`config.mk`:
```
export PLATFORM = sky130hd
export DESIGN_NAME = fr_adder_prefix
export DESIGN_NICKNAME = d
export VERILOG_FILES = /design/src/rtl/fr_adder_prefix.sv
export SDC_FILE = /design/constraint.sdc
export NUM_CORES = 1
export LEC_CHECK = 0
export BUFFER_PORTS_ARGS = -buffer_cell sky130_fd_sc_hd__buf_2
export CORE_MARGIN = 2
export CORE_UTILIZATION = 40
export CTS_CLUSTER_SIZE = 12
export DETAILED_ROUTE_END_ITERATION = 8
export HOLD_SLACK_MARGIN = 0.06
export PLACE_DENSITY = 0.66
export SETUP_SLACK_MARGIN = 0.3
export SLEW_MARGIN = 20
export SYNTH_ARGS = -nofsm -noshare
export SYNTH_HDL_FRONTEND = slang
export SYNTH_SLANG_ARGS = --single-unit
export TNS_END_PERCENT = 50
```
`constraint.sdc`:
```
create_clock -name clock -period 13.5 [get_ports clock]
set_input_delay 2.025 -clock clock [delete_from_list [all_inputs] [get_ports clock]]
set_output_delay 2.025 -clock clock [all_outputs]
set_load 0.02 [all_outputs]
```
`src/rtl/fr_adder_prefix.sv`:
```
// fr_adder_prefix: pipelined Kogge-Stone carry-prefix and sum stage of the
// FP MAC mantissa adder. Consumes registered G0/P0 from the prepare stage,
// where bit 0 is the carry-in slot. It produces {carry_out, sum} with the
// result sign aligned to it.
// Latency is LEVELS+1 enabled clock edges, with one operand per cycle.
// Optional macro FR_PREFIX_CIN_EN adds a cin port. It replaces the bit-0
// slot, giving G[0]=cin and P[0]=0, so a round-up increment fits in the same add.

module fr_adder_prefix #(
  parameter int WIDTH = 25
) (
  input  logic             clock,
  input  logic             resetn,
  input  logic             enable,
  input  logic             in_valid,
  input  logic [WIDTH-1:0] G0,
  input  logic [WIDTH-1:0] P0,
  input  logic             in_out_sign,
`ifdef FR_PREFIX_CIN_EN
  input  logic             cin,
`endif
  output logic             out_valid,
  output logic [WIDTH-1:0] out_sum,
  output logic             out_out_sign
);

  localparam int LEVELS = $clog2(WIDTH);

  logic [WIDTH-1:0] g_l0;
  logic [WIDTH-1:0] p_l0;

  // Per-level registers. Index k holds prefix level k+1.
  logic [WIDTH-1:0] g_q   [LEVELS];
  logic [WIDTH-1:0] p_q   [LEVELS];
  logic [WIDTH-2:0] p0_q  [LEVELS];
  logic [LEVELS-1:0] sign_q;
  logic [LEVELS-1:0] valid_q;

  logic [WIDTH-1:0] g_src [LEVELS];
  logic [WIDTH-1:0] p_src [LEVELS];
  logic [WIDTH-1:0] g_nxt [LEVELS];
  logic [WIDTH-1:0] p_nxt [LEVELS];

  logic [WIDTH-2:0] sum_nxt;
  logic             cout_nxt;

`ifdef FR_PREFIX_CIN_EN
  // cin takes over the bit-0 slot. The incoming slot bits are superseded.
  logic unused_slot;
  assign g_l0        = {G0[WIDTH-1:1], cin};
  assign p_l0        = {P0[WIDTH-1:1], 1'b0};
  assign unused_slot = ^{G0[0], P0[0]};
`else
  assign g_l0 = G0;
  assign p_l0 = P0;
`endif

  // Select the operand feeding each prefix level: inputs for level 1, previous register after.
  always_comb begin
    g_src[0] = g_l0;
    p_src[0] = p_l0;
    for (int k = 1; k < LEVELS; k++) begin
      g_src[k] = g_q[k-1];
      p_src[k] = p_q[k-1];
    end
  end

  // Kogge-Stone combine with span 2^k. Bits below the span pass straight through
  // (the shifted-in zeros leave G unchanged, and the low mask keeps P).
  always_comb begin
    for (int k = 0; k < LEVELS; k++) begin
      g_nxt[k] = g_src[k] | (p_src[k] & (g_src[k] << (1 << k)));
      p_nxt[k] = p_src[k] & ((p_src[k] << (1 << k)) | ~({WIDTH{1'b1}} << (1 << k)));
    end
  end

  // After the last level, g_q holds the carry out of every bit position.
  assign sum_nxt  = p0_q[LEVELS-1] ^ g_q[LEVELS-1][WIDTH-2:0];
  assign cout_nxt = g_q[LEVELS-1][WIDTH-1];

  // Pipeline advance: reset clears everything and overrides enable; enable=0 freezes all stages.
  always_ff @(posedge clock) begin
    if (!resetn) begin
      for (int k = 0; k < LEVELS; k++) begin
        g_q[k]  <= '0;
        p_q[k]  <= '0;
        p0_q[k] <= '0;
      end
      sign_q       <= '0;
      valid_q      <= '0;
      out_valid    <= 1'b0;
      out_sum      <= '0;
      out_out_sign <= 1'b0;
    end else if (enable) begin
      for (int k = 0; k < LEVELS; k++) begin
        g_q[k] <= g_nxt[k];
        p_q[k] <= p_nxt[k];
      end
      p0_q[0]    <= p_l0[WIDTH-1:1];
      sign_q[0]  <= in_out_sign;
      valid_q[0] <= in_valid;
      for (int k = 1; k < LEVELS; k++) begin
        p0_q[k]    <= p0_q[k-1];
        sign_q[k]  <= sign_q[k-1];
        valid_q[k] <= valid_q[k-1];
      end
      out_valid    <= valid_q[LEVELS-1];
      out_sum      <= {cout_nxt, sum_nxt};
      out_out_sign <= sign_q[LEVELS-1];
    end
  end

endmodule

```
After elaboration in Yosys (flattened, before gate mapping)

Memories as Yosys holds them, arrays and structs flattened.
Index checks and enable logic that the tools add are counted.

Flip-flop bits (word level): 37
Memory bits (writable): 370
Output and inout port bits: 27
Logic and storage cells: 58
Memories kept: 3

Memory list:

| name | depth | width | read ports | clocked after Yosys merged registers in | wr ports | RTL line | text |
|---|---|---|---|---|---|---|---|
| g_q  | 5     | 25    | 5          | 0                                       | 5        | 33       | `logic [WIDTH-1:0] g_q [LEVELS];` |
| p_q  | 5     | 25    | 4          | 0                                       | 5        | 34       | `logic [WIDTH-1:0] p_q [LEVELS];` |
| p0_q | 5     | 24    | 5          | 0                                       | 5        | 35       | `logic [WIDTH-2:0] p0_q [LEVELS];` |

Mux-type cells: 19
Bitwise gates (word level): 31

Operator list:

| kind             | number |
|---|---|
| $and A25 B25 Y25 | 10 |
| $mux W25         | 10 |
| $or A25 B25 Y25  | 5 |
| $mux W24         | 5 |
| $xor A24 B24 Y24 | 1 |
| $or A1 B1 Y1     | 15 |
| $mux W1          | 4 |

Logic depth before layout (Yosys ltp)

Gate-level depths: netlist of the first run.

Word-level depth: 4
Gate-level depth with buffers: 5

Worst setup path after synthesis of the first run

No wires, ideal clock.

Path kind: in2reg
Start: in enable
End: mem g_q[0][0], enable pin
Library setup time: 735 ps
Arrival time: 10120 ps
Required time: 12765 ps
Setup slack: 2644 ps
Cell stages on the path: 4
Buffers on the path: 3
Path through: buf_2 -> buf_4 -> clkbuf_2 -> nand2b_1

RTL lines:

| item        | RTL line | text |
|---|---|---|
| from (decl) | 14       | `input logic enable,` |
| to (decl)   | 33       |  |

==> results of run 1 <==
-- power by group --
| part | total (W) | internal, W | switching [W] |
|---|---|---|---|
| clock | 0.000927 | 0.000544 | 0.000383 |
| sequential | 0.00129 | 0.00126 | 0.0000317 |
| combinational | 0.000117 | 0.0000395 | 0.0000779 |
-- cells in the mapped netlist --
master	count
a21oi_1	118
and2_1	23
and2_4	1
and3_1	198
buf_2	33
buf_4	5
buf_6	8
clkbuf_1	10
clkbuf_2	4
dfxtp_1	37
edfxtp_1	315
mux2i_1	13
nand2_1	1
nand2b_1	1
nor2_1	94
nor2b_1	13
o21ai_0	17
o21ai_1	7
xnor2_1	24
-- kinds of logic (layout without fill, tap and decap cells) --
logic type	Yosys count	after routing	share of synthesized area
muxes	13	13	0.00968
and+or+nand+nor	331	331	0.137
xor gates and xnor gates	24	24	0.0156
AOI/OAI and AO/OA	142	142	0.0529
DFF	352	352	0.759
buffers and inverters	60	154	0.0261
-- per-stage QoR --
stage / total power (W) / setup slack [ns] / util / std cells / instance area (um2)
finish: 0.00234 / 9.46 / 0.458 / 1464 / 15200
global route: 0.00242 / 9.25 / 0.458 / 1464 / 15200
CTS: 0.00236 / 9.45 / 0.458 / 1464 / 15200
detailed placement: 0.00144 / 8.90 / 0.424 / 1398 / 14100
global placement: 0.00143 / 8.92 / 0.424 / 1398 / 14100
floorplan: 0.00140 / 2.64 / - / 922 / 13400
-- metal layers --
| metal | share of wire | up-vias |
|---|---|---|
| li1 | - | 3556 |
| met1 | 0.50 | 3457 |
| met2 | 0.43 | 208 |
| met3 | 0.053 | 31 |
| met4 | 0.019 | 0 |
| met5 | 0 | - |
-- layout make-up --
cell class / instances / area [um2]
Fill cell: 2918 / 18000
Tap cell: 448 / 561
Sequential cell: 352 / 10200
Timing Repair Buffer: 88 / 465
Clock inverter: 6 / 33.8
Clock buffer: 60 / 1070
Multi-Input combinational cell: 510 / 2900
-- registers in the layout, indices dropped and copies added (netlist names) --
register / flops
p_q: 70
out_sum: 25
p0_q: 120
out_valid: 1
sign_q: 5
valid_q: 5
out_out_sign: 1
g_q: 125
-- worst max-delay path: cells and delay by family --
| family | cells | cell delay, ns |
|---|---|---|
| simple gates | 1 | 0.73 |
| buf+inv | 2 | 1.32 |
-- final timing paths --
| path | start | endpoint | slack [ns] | cells past startpoint |
|---|---|---|---|---|
| setup / recovery | enable | p0_q[0][47] | 9.46 | 3 |
| setup reg to reg | g_q[0][28] | g_q[0][57] | 12.49 | 2 |
| hold reg to reg | out_sum[18] | out_sum[18] | 0.51 | 2 |
| hold / removal | out_sum[18] | out_sum[18] | 0.51 | 2 |
==> results.md, run 1 <==
* Run status: complete, no violations
* Leading cell type in the layout, fill and taps excluded: edfxtp_1
* Synthesized Nets at 977
* Flops & latches, synth at 352
* Syn. warnings at 0
* Clock slew at reported path FFs at 0.06 ns
* CTS Hold Bufs at 0
* PortBufs at 80
* GR Layer Usage met2 at 0.198
* Highest clock rate at 248 MHz
* Die extent in y at 187 um
* HP Class: flop to flop
* # nets final at 1044
* Synthesis-to-finish area growth at 13.4%
* CTS Buf Count at 37
* Critical path cell sequence: buf_4, nand2b_4, buf_4
* Synth area leaders: edfxtp_1 (70%), and3_1 (9.2%), dfxtp_1 (5.5%), a21oi_1 (4.4%), nor2_1 (2.6%)
* Most frequent cells in the layout: edfxtp_1 (315), and3_1 (198), a21oi_1 (118)
* DR DRC count at 0
* Critical Path RT at 13.63 ns
* Post-CTS Setup Inserts at 0
* Period utilization at 0.299
* First drt pass iteration count at 4
* Clk_lat worst skew at 0.52 ns
* CP Data Arrival Time at 4.16 ns
* DR iter-0 viols at 609
* Synth cell types at 19
* Slew headroom at 0.274
* First-pass GRT wire length at 38.6 mm
* Post-Syn Area at 13400 um2
* Via count at 7252
* Total core area at 33300 um2
* Worst setup SP type: primary input
* Max Slew Vio Count at 0
* Cell taking the most area after synthesis: edfxtp_1
* Power Dens Cells at 154 nW/um2
* CTS resizes at 0
* Hold_ws at 0.509 ns
* Worst path most repeated cell: buf_4
* Clock Sinks at 352
* Setup_tns at 0 ns
* CTS tree: built
* Maximum VDD drop at 0.0000728 V
* Register area share after synthesis at 0.759
* Yosys top cell area share at 0.704
* Drt total wl at 24.2 mm
* Vias in the first global route at 6963
* Final Setup Violations at 0
* Initial antenna violation count at 0
* Hpwl dp at 14.5 mm
* Crit-path slowest cell: buf_4
* WL/cell at 16.5 um
* CP endpoint kind: flop
* Min Tclk post-route at 4.04 ns
* Largest net degree at the start of global routing at 91
* GR peak layer: met1
* Cell row count at 67
* Die area at 35100 um2
* I/O pin count at 82
* Maximum Capacitance Violations at 0
* Root Buffer: clkbuf_16
* GRT overflow at 0
* Post-Synthesis Cells at 922
* Max Buffers Root-to-Sink at 3
* Final GP Congestion at 0.777
* Antenna Cells at 0
* GRT Resource Usage Total at 0.139
* Share of cells above drive strength 1 at 0.134
* Routed Antenna Nets at 0
* Initial Util at 0.404
* Syn avg cell area at 14.6 um2
* Vias/cell at 4.95
* Die width at 187 um
* GR Util met1 at 0.212
* Critical path class: primary input to flop
* Final hold vios at 0
* Leak at 6.39 nW
* Worst-Margin Slew at 1.09 ns
* H-Tree Depth at 2
* Max stage delay on crit path at 0.93 ns
* GRT met3 Usage at 0.0236
* Worst-path maximum fanout at 89
* Max Clock Skew at 0.0149 ns
* RSZ-0062 raised after global routing: false
Power figures use the tool's default switching activity.
==> run 2, diff against run 1 <==
--- a/config.mk
+++ b/config.mk
@@ -11,7 +11,7 @@
 export CTS_CLUSTER_SIZE = 12
 export DETAILED_ROUTE_END_ITERATION = 8
 export HOLD_SLACK_MARGIN = 0.06
-export PLACE_DENSITY = 0.66
+export PLACE_DENSITY = 0.68
 export SETUP_SLACK_MARGIN = 0.3
 export SLEW_MARGIN = 20
 export SYNTH_ARGS = -nofsm -noshare
==> constraint.sdc (replaced) <==
create_clock -name clock -period 3.4 [get_ports clock]
set_input_delay 0.51 -clock clock [delete_from_list [all_inputs] [get_ports clock]]
set_output_delay 0.51 -clock clock [all_outputs]
set_load 0.02 [all_outputs]
==> run 2 against run 1 <==
Compared with the run above:
- clock power grew to 3.9 times the previous value
- wire length grew 0.12%
- register-to-register slack lost 10 ns
- via count grew 0.59%
- non-clock buffer count grew 1
- sequential power grew to 4.0 times the previous value
- combinational power grew to 4.0 times the previous value
- first-iteration DRC count grew 6.2%
- design area grew 0.19%
- power grew to 4.0 times the previous value
- hold slack lost 0.25 ns
==> results.md, run 2 (synthesized netlist as in run 1, its figures left out) <==
* H-Tree Depth at 2 (unchanged)
* Fillers at 2904 (was 2918)
* Worst setup SP type: primary input (unchanged)
* CTS resizes at 0 (unchanged)
* Via count at 7295 (was 7252)
* CTS Buf Count at 37 (unchanged)
* First-pass GRT wire length at 38.9 mm (was 38.6 mm)
* Run status: complete, no violations (unchanged)
* CP Data Arrival Time at 1.86 ns (was 4.16 ns)
* Initial Util at 0.404 (unchanged)
* Max Buffers Root-to-Sink at 3 (unchanged)
* Final hold vios at 0 (unchanged)
* Worst-Margin Slew at 0.896 ns (was 1.09 ns)
* Largest registers: g_q (125), p0_q (120), p_q (70) (unchanged)
* Share of cells above drive strength 1 at 0.136 (was 0.134)
* DR iter-0 viols at 647 (was 609)
* GRT Resource Usage Total at 0.139 (about the same)
* RSZ-0062 raised after global routing: false (unchanged)
* Met3 wire len at 1.40 mm (was 1.28 mm)
* Design area at 15300 um2 (was 15200 um2)
* Clk_lat worst skew at 0.52 ns (about the same)
* I/O pin count at 82 (unchanged)
* Antenna Cells at 0 (unchanged)
* Period utilization at 0.503
* GRT overflow at 0 (unchanged)
* PortBufs at 80 (unchanged)
* # nets final at 1045 (was 1044)
* Die extent in y at 187 um (unchanged)
* Crit-path slowest cell: buf_12 (was buf_4)
* Uppermost layer routed: met4 (unchanged)
* Clock Sinks at 352 (unchanged)
* Worst Reg-to-Reg Cells at 2 (unchanged)
* Vias in the first global route at 6997 (was 6963)
* Critical path class: primary input to flop (unchanged)
* Worst-path maximum fanout at 141 (was 89)
* WL/cell at 16.6 um (was 16.5 um)
* Die area at 35100 um2 (unchanged)
* Root Buffer: clkbuf_16 (unchanged)
* Max stage delay on crit path at 0.52 ns (was 0.93 ns)
* Min Tclk post-route at 1.71 ns
* CTS Hold Bufs at 0 (unchanged)
* Total core area at 33300 um2 (unchanged)
* M1 WL at 11.8 mm (was 12.2 mm)
* Largest net degree at the start of global routing at 167 (was 91)
* Vias/cell at 4.99 (was 4.95)
* Hold_ws at 0.261 ns (was 0.509 ns)
* Routed Antenna Nets at 0 (unchanged)
* Power Dens Cells at 607 nW/um2 (was 154 nW/um2)
* Hpwl dp at 14.6 mm (was 14.5 mm)
* Synthesis-to-finish area growth at 13.6% (was 13.4%)
* Die width at 187 um (unchanged)
* Final GP Congestion at 0.786 (was 0.777)
* Top reg by flops: g_q (unchanged)
* Max reg flops at 125 (unchanged)
* HP Class: primary input to flop (was flop to flop)
* Clock slew at reported path FFs at 0.06 ns (about the same)
* DR WL met2 at 10.5 mm (was 10.3 mm)
* Final Setup Violations at 0 (unchanged)
* Leading cell type in the layout, fill and taps excluded: edfxtp_1 (unchanged)
* Hold path depth at 3 (was 2)
* Critical path cell sequence: buf_4, nand2b_4, buf_12 (was buf_4, nand2b_4, buf_4)
* Leak at 6.41 nW (was 6.39 nW)
* Post-CTS Setup Inserts at 0 (unchanged)
* CP endpoint kind: flop (unchanged)
* Initial antenna violation count at 0 (unchanged)
* Most frequent cells in the layout: edfxtp_1 (315), and3_1 (198), a21oi_1 (118) (unchanged)
* Slew headroom at 0.403 (was 0.274)
* Maximum VDD drop at 0.000298 V (was 0.0000728 V)
* First drt pass iteration count at 5 (was 4)
* Max Slew Vio Count at 0 (unchanged)
* Cell row count at 67 (unchanged)
* Critical Path RT at 3.55 ns (was 13.63 ns)
* Highest clock rate at 584 MHz
* Drt total wl at 24.2 mm (about the same)
* Placed Area at 14200 um2 (was 14100 um2)
* Maximum Capacitance Violations at 0 (unchanged)
* CTS tree: built (unchanged)
* Max Clock Skew at 0.0137 ns (was 0.0149 ns)
* DR DRC count at 0 (unchanged)
==> run 2: area by class of cell <==
class / instances / area, um2 / area share
flip-flops and latches: 352 / 10200 / 0.668
clock buffers: 55 / 1060 / 0.0692
clock inverters: 7 / 36.3 / 0.00238
repair buffers: 89 / 510 / 0.0335
well taps: 448 / 561 / 0.0367
multi-input cells: 510 / 2900 / 0.190
==> run 2: per-layer routing <==
| metal | up-vias | track usage |
|---|---|---|
| met1 | 3468 | 0.213 |
| met3 | 39 | 0.0246 |
| met2 | 224 | 0.198 |
| li1 | 3564 | - |
| met5 | - | 0 |
| met4 | 0 | 0.0504 |
==> run 2: worst paths after layout <==
path	from	end	slack (ns)
max	enable	p0_q[0][18]	1.69
min	in_valid	valid_q[0]	0.26
max reg2reg	g_q[0][59]	g_q[0][92]	2.40
min reg2reg	g_q[0][124]	out_sum[24]	0.51
==> run 2: worst max-delay path, delay by kind of cell <==
family / cells / cell delay [ns]
buf+inv: 2 / 0.88
simple gates: 1 / 0.31
==> run 2: stage by stage <==
step | setup TNS (ns) | setup slack [ns] | cells | utilization | total power (W)
after global placement | 0 | 1.18 | 1399 | 0.426 | 0.00568
after detailed placement | 0 | 1.15 | 1399 | 0.426 | 0.00570
after global routing | 0 | 1.47 | 1461 | 0.459 | 0.00959
final | 0 | 1.69 | 1461 | 0.459 | 0.00926
after floorplan | -32.07 | -0.102 | 922 | - | 0.00552
after CTS | 0 | 1.69 | 1461 | 0.459 | 0.00934
==> run 2: where the power goes <==
| part | switching [W] | internal, W | total (W) |
|---|---|---|---|
| clock | 0.00151 | 0.00214 | 0.00365 |
| sequential | 0.000125 | 0.00501 | 0.00514 |
| combinational | 0.000309 | 0.000162 | 0.000471 |
